`config.mk`:
```
export PLATFORM = sky130hd
export DESIGN_NAME = traffic_signal_sequencer
export DESIGN_NICKNAME = d
export VERILOG_FILES = /design/src/rtl/traffic_signal_sequencer.sv
export SDC_FILE = /design/constraint.sdc
export NUM_CORES = 1
export LEC_CHECK = 0
export ABC_AREA = 1
export ABC_CLOCK_PERIOD_IN_PS = 6300
export BUFFER_PORTS_ARGS = -buffer_cell sky130_fd_sc_hd__buf_2
export CAP_MARGIN = 20
export CORE_ASPECT_RATIO = 1.4
export CORE_MARGIN = 5
export CORE_UTILIZATION = 25
export CTS_BUF_LIST = sky130_fd_sc_hd__clkbuf_16
export DETAILED_ROUTE_END_ITERATION = 7
export HOLD_SLACK_MARGIN = 0.08
export SYNTH_ARGS = -nofsm -noshare
export SYNTH_HDL_FRONTEND = slang
export SYNTH_SLANG_ARGS = --single-unit
```
`constraint.sdc`:
```
create_clock -name i_clk -period 6.3 [get_ports i_clk]
set_input_delay 0.63 -clock i_clk [delete_from_list [all_inputs] [get_ports i_clk]]
set_output_delay 0.63 -clock i_clk [all_outputs]
set_load 0.05 [all_outputs]
```
`src/rtl/traffic_signal_sequencer.sv`:
```
// Demand-actuated round-robin traffic signal sequencer for 2..8 conflicting phases.
// Optional pedestrian all-walk interval is compiled in with `define PED_WALK_EN.
module traffic_signal_sequencer #(
  parameter int NUM_PHASES    = 4,
  parameter int GREEN_CYCLES  = 20,
  parameter int YELLOW_CYCLES = 4,
  parameter int ALLRED_CYCLES = 2,
  parameter int WALK_CYCLES   = 10,
  parameter int CNT_W         = 8
) (
  input  logic                          i_clk,
  input  logic                          i_rst_n,
  input  logic [NUM_PHASES-1:0]         i_veh_req,
  input  logic                          i_ped_req,
  output logic [NUM_PHASES-1:0]         o_red,
  output logic [NUM_PHASES-1:0]         o_yellow,
  output logic [NUM_PHASES-1:0]         o_green,
  output logic                          o_walk,
  output logic [$clog2(NUM_PHASES)-1:0] o_phase
);

  localparam int PW = $clog2(NUM_PHASES);
  localparam logic [CNT_W-1:0] LD_GREEN  = CNT_W'(GREEN_CYCLES - 1);
  localparam logic [CNT_W-1:0] LD_YELLOW = CNT_W'(YELLOW_CYCLES - 1);
  localparam logic [CNT_W-1:0] LD_ALLRED = CNT_W'(ALLRED_CYCLES - 1);
  localparam logic [CNT_W-1:0] LD_WALK   = CNT_W'(WALK_CYCLES - 1);

  typedef enum logic [1:0] {S_ALLRED, S_GREEN, S_YELLOW, S_WALK} state_e;

  state_e                r_state, w_nextState;
  logic [CNT_W-1:0]      r_timer, w_nextTimer;
  logic [PW-1:0]         r_phase, w_nextPhase, w_selPhase;
  logic [NUM_PHASES-1:0] r_dem, w_nextDem;
  logic                  w_expired, w_otherDem, w_pedPend, w_enterGreen;
  logic [NUM_PHASES-1:0] w_red, w_yellow, w_green;
  logic                  w_walk;

`ifdef PED_WALK_EN
  logic r_pedPend;

  // Entering WALK serves the pending request; later presses re-arm it.
  always_ff @(posedge i_clk or negedge i_rst_n) begin
    if (!i_rst_n)
      r_pedPend <= 1'b0;
    else if (w_nextState == S_WALK && r_state != S_WALK)
      r_pedPend <= 1'b0;
    else if (i_ped_req)
      r_pedPend <= 1'b1;
  end

  assign w_pedPend = r_pedPend;
`else
  logic w_unusedPed;
  assign w_unusedPed = i_ped_req;
  assign w_pedPend   = 1'b0;
`endif

  assign w_expired  = (r_timer == '0);
  assign w_otherDem = |(r_dem & ~(NUM_PHASES'(1) << r_phase));

  // Nearest demanding phase after the current one; own phase last, recall if none.
  always_comb begin
    logic [PW-1:0] v_idx;
    v_idx      = '0;
    w_selPhase = PW'((int'(r_phase) + 1) % NUM_PHASES);
    for (int k = NUM_PHASES; k >= 1; k--) begin
      v_idx = PW'((int'(r_phase) + k) % NUM_PHASES);
      if (r_dem[v_idx])
        w_selPhase = v_idx;
    end
  end

  always_ff @(posedge i_clk or negedge i_rst_n) begin
    if (!i_rst_n) begin
      r_state  <= S_ALLRED;
      r_timer  <= LD_ALLRED;
      r_phase  <= PW'(NUM_PHASES - 1);
      r_dem    <= '0;
      o_red    <= '1;
      o_yellow <= '0;
      o_green  <= '0;
      o_walk   <= 1'b0;
    end else begin
      r_state  <= w_nextState;
      r_timer  <= w_nextTimer;
      r_phase  <= w_nextPhase;
      r_dem    <= w_nextDem;
      o_red    <= w_red;
      o_yellow <= w_yellow;
      o_green  <= w_green;
      o_walk   <= w_walk;
    end
  end

  always_comb begin
    w_nextState = r_state;
    case (r_state)
      S_ALLRED:
        if (w_expired) begin
`ifdef PED_WALK_EN
          w_nextState = w_pedPend ? S_WALK : S_GREEN;
`else
          w_nextState = S_GREEN;
`endif
        end
      S_GREEN:
        if (w_expired && (w_otherDem || w_pedPend))
          w_nextState = S_YELLOW;
      S_YELLOW:
        if (w_expired)
          w_nextState = S_ALLRED;
`ifdef PED_WALK_EN
      S_WALK:
        if (w_expired)
          w_nextState = S_GREEN;
`endif
      default:
        w_nextState = S_ALLRED;
    endcase

    w_enterGreen = (w_nextState == S_GREEN) && (r_state != S_GREEN);
    w_nextPhase  = w_enterGreen ? w_selPhase : r_phase;

    if (w_nextState != r_state) begin
      case (w_nextState)
        S_GREEN:  w_nextTimer = LD_GREEN;
        S_YELLOW: w_nextTimer = LD_YELLOW;
        S_WALK:   w_nextTimer = LD_WALK;
        default:  w_nextTimer = LD_ALLRED;
      endcase
    end else begin
      w_nextTimer = w_expired ? '0 : r_timer - CNT_W'(1);
    end

    // The green phase ignores its own detector; green entry clears the latch.
    for (int i = 0; i < NUM_PHASES; i++) begin
      w_nextDem[i] = r_dem[i] | i_veh_req[i];
      if (r_state == S_GREEN && int'(r_phase) == i)
        w_nextDem[i] = r_dem[i];
      if (w_enterGreen && int'(w_nextPhase) == i)
        w_nextDem[i] = 1'b0;
    end
  end

  always_comb begin
    w_red    = '1;
    w_yellow = '0;
    w_green  = '0;
    w_walk   = 1'b0;
    case (w_nextState)
      S_GREEN: begin
        w_green[w_nextPhase] = 1'b1;
        w_red[w_nextPhase]   = 1'b0;
      end
      S_YELLOW: begin
        w_yellow[w_nextPhase] = 1'b1;
        w_red[w_nextPhase]    = 1'b0;
      end
`ifdef PED_WALK_EN
      S_WALK:   w_walk = 1'b1;
`endif
      default: ;
    endcase
  end

  assign o_phase = r_phase;

endmodule

```
# After elaboration in Yosys (flattened, before gate mapping)
# Index checks and enable logic that the tools add are counted.
[op_classes] div=0 bitwise_logic=7 order_cmp=6 mul=0 eq_ne=17 shift=1 mux=33 n_reduce_logical=17 add_sub_neg=5
[op_table] op="$mux W2" n=8
[op_table] op="$mux W8" n=2
[op_table] op="$lt A2 B3 Y1 const B" n=5
[op_table] op="$pmux W5 S3" n=1
[op_table] op="$eq A2 B2 Y1 const B" n=7
[op_table] op="$mux W1" n=13
[op_table] op="$mux W4" n=3
[op_table] op="$logic_and A1 B1 Y1" n=11
[op_table] op="$ne A2 B1 Y1 const B" n=5
[op_table] op="$bmux W1 S2" n=4
[op_table] op="$eq A2 B1 Y1 const B" n=4
[op_table] op="$logic_not A8 Y1" n=1
[op_table] op="$not A4 Y4" n=2
[op_table] op="$sub A8 B1 Y8 const B" n=1
[op_table] op="$logic_not A2 Y1" n=3
[op_table] op="$pmux W2 S3" n=1
[op_table] op="$add A2 B1 Y2 const B" n=2
[op_table] op="$add A2 B2 Y2 const B" n=2
[op_table] op="$and A4 B4 Y4" n=1
[op_table] op="$or A1 B1 Y1" n=4
[op_table] op="$reduce_or A4 Y1" n=1
[op_table] op="$shl A1 B2 Y4 const A" n=1
[op_table] op="$demux W1 S2" n=1
[op_table] op="$ge A2 B1 Y1 const B" n=1
[op_table] op="2 further kinds" n=2
[totals] rom_bits=0 latchBits=0 n_memories=0 in_bits=7 ff_bits=28 elab_cells=96 output_inout_bits=15 mem_bits_rw=0

# Depth between registers and ports, before layout
[depth] word_depth=16 depth_mapped=18 ltp_nobuf=18

# Worst setup path before layout
# OpenSTA, ideal clock, no wires.
[synth_timing] kind="register -> register" startpoint="reg r_phase[0], in the netlist o_phase[0]" endpoint="reg r_dem[0]" synth_period_minus_slack_ps=2762 t_arrival_ps=2649 path_buffers=0 path_stages_with_launch=17 setup_time_ps=113 required_time_ps=6187 slack_ps=3538 cell_sequence="dfstp_2 inv_2 ha_1 o22ai_1 o21ai_0 o22ai_1 inv_1 ha_1 inv_1 nor2_1 a21boi_0 nand2_1 nand2_4 inv_1 nand3_1 nand2_1 inv_1"
[synth_via] elab_chain_len=13 word_cells_on_any_way=32 classes_between="add/sub: 4; eq/ne: 2; shift: 1; mux: 16; bitwise: 2; reduce/logical: 7"
[synth_lines] item="start: declaration" line_no="32" source="logic [PW-1:0] r_phase, w_nextPhase, w_selPhase;"
[synth_lines] item="start signal: assignment" line_no="77" source="r_phase <= PW'(NUM_PHASES - 1);"
[synth_lines] item="start signal: assignment" line_no="86" source="r_phase <= w_nextPhase;"
[synth_lines] item="$shl A1 B2 Y4 (*)" line_no="59" source="assign w_otherDem = |(r_dem & ~(NUM_PHASES'(1) << r_phase));"
[synth_lines] item="$not A4 Y4 (*)" line_no="59"
[synth_lines] item="$and A4 B4 Y4 (*)" line_no="59"
[synth_lines] item="$reduce_or A4 Y1 (*)" line_no="59"
[synth_lines] item="$logic_and A1 B1 Y1 (*)" line_no="107" source="if (w_expired && (w_otherDem || w_pedPend))"
[synth_lines] item="$mux W2 (*)" line_no="107"
[synth_lines] item="$pmux W2 S3 (*)" line_no="97" source="case (r_state)"
[synth_lines] item="net w_nextState[1]" line_no="30" source="state_e r_state, w_nextState;"
[synth_lines] item="$eq A2 B1 Y1 (*)" line_no="121" source="w_enterGreen = (w_nextState == S_GREEN) && (r_state != S_GREEN);"
[synth_lines] item="$logic_and A1 B1 Y1 (*)" line_no="121"
[synth_lines] item="$mux W2 (*)" line_no="122" source="w_nextPhase = w_enterGreen ? w_selPhase : r_phase;"
[synth_lines] item="net w_nextPhase[1]" line_no="32"
[synth_lines] item="$logic_not A2 Y1 (*)" line_no="140" source="if (w_enterGreen && int'(w_nextPhase) == i)"
[synth_lines] item="$logic_and A1 B1 Y1 (*)" line_no="140"
[synth_lines] item="$ne A2 B1 Y1 (no source line) or $mux W1 (tied branches)"
[synth_lines] item="end signal: assignment" line_no="87" source="r_dem <= w_nextDem;"
[synth_lines] item="end: declaration" line_no="33" source="logic [NUM_PHASES-1:0] r_dem, w_nextDem;"
# The timed path passes the listed nets; every way through them passes the cells marked *. The select of a mux whose other input is x is not followed.
# A chain may end at the register's enable or synchronous reset.

# Final worst setup path
[layout_timing] startpoint="reg r_timer[0]" endpoint="reg r_dem[3]"
[layout_via] elab_chain_len=10 word_cells_on_any_way=13 classes_between="eq/ne: 3; mux: 6; reduce/logical: 4"
[layout_lines] item="start: declaration" line_no="31" source="logic [CNT_W-1:0] r_timer, w_nextTimer;"
[layout_lines] item="start signal: assignment" line_no="85" source="r_timer <= w_nextTimer;"
[layout_lines] item="$logic_not A8 Y1 (*)" line_no="58" source="assign w_expired = (r_timer == '0);"
[layout_lines] item="$logic_and A1 B1 Y1" line_no="107"
[layout_lines] item="$mux W2" line_no="107"
[layout_lines] item="$pmux W2 S3 (*)" line_no="97"
[layout_lines] item="net w_nextState[0]" line_no="30"
[layout_lines] item="$eq A2 B1 Y1 (*)" line_no="121"
[layout_lines] item="$logic_and A1 B1 Y1 (*)" line_no="121"
[layout_lines] item="$mux W2 (*)" line_no="122"
[layout_lines] item="net w_nextPhase[1]" line_no="32"
[layout_lines] item="$eq A2 B1 Y1 (*)" line_no="140"
[layout_lines] item="$logic_and A1 B1 Y1 (*)" line_no="140"
[layout_lines] item="$ne A2 B1 Y1 (no source line) or $mux W1 (tied branches)"
# The timed path passes the listed nets; every way through them passes the cells marked *.

==> out/results.tsv <==
stage	metric	value	unit
outcome	outcome	finished, final reports clean	
grt	vias in the first global route	1170	
floorplanning	Die ar.	7510	um^2
timing	Final Critical Period	3.25	ns
synthesis	Yosys warnings	0	
cts	clk sinks	28	
critical_path	Critical Path Start Type	flop	
synthesis	Cell variety after synth	23	
critical_path	CP max-delay cell	o31ai_1	
timing	Period Utilization, post-route	51.5	%
synthesis	register area share after synthesis	48.5	%
final_layout	diodes inserted	0	
timing	setup ws final	3.05	ns
critical_path	Crit path top cell by count	inv_1	
cts	TritonCTS clock tree	done	
timing	Worst slew margin	60.0	%
routing	Routed WL	2840	um
timing	RSZ-0062 raised after global routing	no	
final_layout	layout cell share with drive strength beyond 1	17.6	%
synthesis	mux contribution to synthesized area	0	%
grt	total global-route track usage	8.40	%
critical_path	r2r setup slk	3.05	ns
place	GPL Wtd Cong	0.720	
place	pre-CTS setup slack	3.07	ns
synthesis	Synth Area in Compound Gates	7.26	%
cts	Hold-fix buffers, CTS	0	
timing	Max Freq	308	MHz
grt	grt ovf	0	
routing	initial drt markers	75	
timing	Setup Skew	0.00538	ns
cts	H-tree depth	1	
place	hpwl dp	2270	um
critical_path	crit path DAT	3.40	ns
place	PortBufs	19	
routing	drc violations	0	
grt	largest net degree at the start of global routing	29	
synthesis	Synth Area in Simple Gates	25.2	%
grt	first-pass GRT wire length	5020	um
synthesis	main combinational cell family by area after synthesis	simple AND/OR/NAND/NOR gates	
synthesis	Mapped Area	1460	um^2
floorplanning	Core Box Area	5780	um^2
grt	initial antenna violation count	0	
cts	clk slew on worst S/H paths	0.07	ns
synthesis	Adder-Cell Fraction of Synth Area	6.84	%
routing	Wirelength per Cell	10.4	um
synthesis	Synth Register Bits	28	
synthesis	synthesized area per cell	8.04	um^2
timing	Slew @ Worst Pin	0.601	ns
cts	cts repair resizes	0	
cts	CTS buffer count	3	
routing	DR vias	1168	
cts	worst skew pair latency	0.26	ns
floorplanning	number of I/O pins	22	
critical_path	Setup CP Type	flop to flop	
timing	Fin Setup TNS	0	ns
critical_path	CP Capture Type	flop	
cts	maximum clock path buffer count	2	
job	maxcap violations	0	
timing	Final Hold Fails	0	
cts	Root Buffer	clkbuf_16	
synthesis	Mapped Cells	182	
routing	drt pass-1 iters	4	
final_layout	# nets final	220	
final_layout	area grow syn2layout	17.4	%
floorplanning	starting density of the core	25.3	%
critical_path	delay of the slowest cell on the worst path	0.48	ns
floorplanning	DIE WIDTH	74.7	um
critical_path	Req. time, crit path	6.46	ns
power	power density over cell area	191	nW/um^2
power	static leakage	0.918	nW
final_layout	fillcell total	632	
routing	via-per-instance ratio	4.26	
timing	Slew Viols, Final	0	
critical_path	CP Cell Sequence	inv_1, ha_1, nand3_1, nor3_1, inv_1, o31ai_1, ha_1, inv_1, nor2_1, a21boi_0, nand2_1, nand2_4, nand3_1, nand2_1, inv_1	
synthesis	syn nets	197	
hold_path	Min-Delay Path Class	primary input to async pin	
floorplanning	Core Rows	33	
critical_path	CP Max Fanout	9	
cts	Setup Buffers After CTS	0	
synthesis	xor and xnor area share after synthesis	1.79	%
floorplanning	Chip Height	101	um
power	peak supply drop	0.000135	V
timing	number of setup violations in the final report	0	
routing	DRT antenna net count	0	
## sequential cells by signal (all words and copies together), names as in the netlist
register,flops
o_green,4
o_phase,2
o_red,4
o_yellow,4
r_dem,4
r_state,2
r_timer,8
## worst paths after layout
path | start | endpoint | depth (start not counted)
min in group i_clk | r_dem[1] | r_dem[1] | 2
hold reg to reg | r_dem[1] | r_dem[1] | 2
setup reg to reg | r_timer[0] | r_dem[3] | 15
max in group asynchronous | i_rst_n | o_yellow[2] | 1
setup / recovery | r_timer[0] | r_dem[3] | 15
hold / removal | i_rst_n | r_timer[7] | 1
## per-layer routing
| layer | track usage (%) | vias up | part of all wire, % |
|---|---|---|---|
| met3 | 1.20 | 2 | 2.8 |
| met1 | 10.1 | 554 | 41 |
| met4 | 2.88 | 0 | 1.3 |
| met2 | 15.0 | 10 | 55 |
| li1 | - | 602 | - |
| met5 | 0 | - | 0 |
## through the flow
step	cells	total power, mW	cell area [um^2]	utilization [%]	hold slack (ns)
after floorplan	182	0.187	1460	-	0.334
after global placement	270	0.192	1640	28.4	0.545
after detailed placement	270	0.192	1640	28.4	0.555
after CTS	274	0.333	1720	29.7	0.411
after global routing	274	0.344	1720	29.7	0.439
final	274	0.328	1720	29.7	0.373
## placed cells by master, fill, tap and decap left out
cell and instances:
a21boi_0 1, a21oi_1 5, and2_1 1, buf_2 19
clkbuf_16 3, clkinv_1 1, conb_1 1, dfrtp_1 21
dfstp_2 7, ha_1 8, inv_1 34, inv_2 2
inv_4 1, nand2_1 45, nand2_2 1, nand2_4 2
nand3_1 14, nor2_1 17, nor2_4 1, nor3_1 4
o21ai_0 7, o22ai_1 5, o31ai_1 1, xnor2_1 1
xor2_1 2
## worst max-delay path, delay by kind of cell, from the launching register on
family	cells	cell delay [ns]
flops	1	0.37
buf+inv	4	0.34
compound gates	2	0.71
simple gates	7	1.28
fa+ha+maj	2	0.44
## Yosys cell counts
master,count,share of area (%)
a21boi_0,1,0.51
a21oi_1,5,1.7
and2_1,1,0.43
buf_4,1,0.51
conb_1,1,0.26
dfrtp_1,21,36
dfstp_2,7,13
ha_1,8,6.8
inv_1,34,8.7
inv_2,2,0.51
inv_4,1,0.43
nand2_1,45,12
nand2_2,1,0.43
nand2_4,2,1.5
nand3_1,14,4.8
nor2_1,17,4.4
nor2_4,1,0.77
nor3_1,4,1.4
o21ai_0,7,2.4
o22ai_1,5,2.1
o31ai_1,1,0.51
xnor2_1,1,0.60
xor2_1,2,1.2
## logic make-up after synthesis
kind of cell | count (synthesis)
AOI/OAI and AO/OA | 19
xor gates and xnor gates | 3
adders and majority gates | 8
buffers and inverters | 38
DFF | 28
other | 1
and+or+nand+nor | 85
## final cells by class
type	instances	area [um^2]	share of cell area, %
flip-flops and latches	28	709	41.3
multi-input cells	116	606	35.3
inverters	37	141	8.23
repair buffers	19	95.1	5.54
well taps	70	87.6	5.10
clock buffers	3	75.1	4.37
clock inverters	1	3.75	0.218
## report_power, final
group          total (mW)  switching (mW)  internal [mW]  leakage (nW)
Sequential          0.180       0.0000981          0.180         0.336
Combinational     0.00796         0.00624        0.00172         0.543
Clock               0.140          0.0552         0.0848        0.0385
Note: power is estimated with default switching activity, not from simulation.
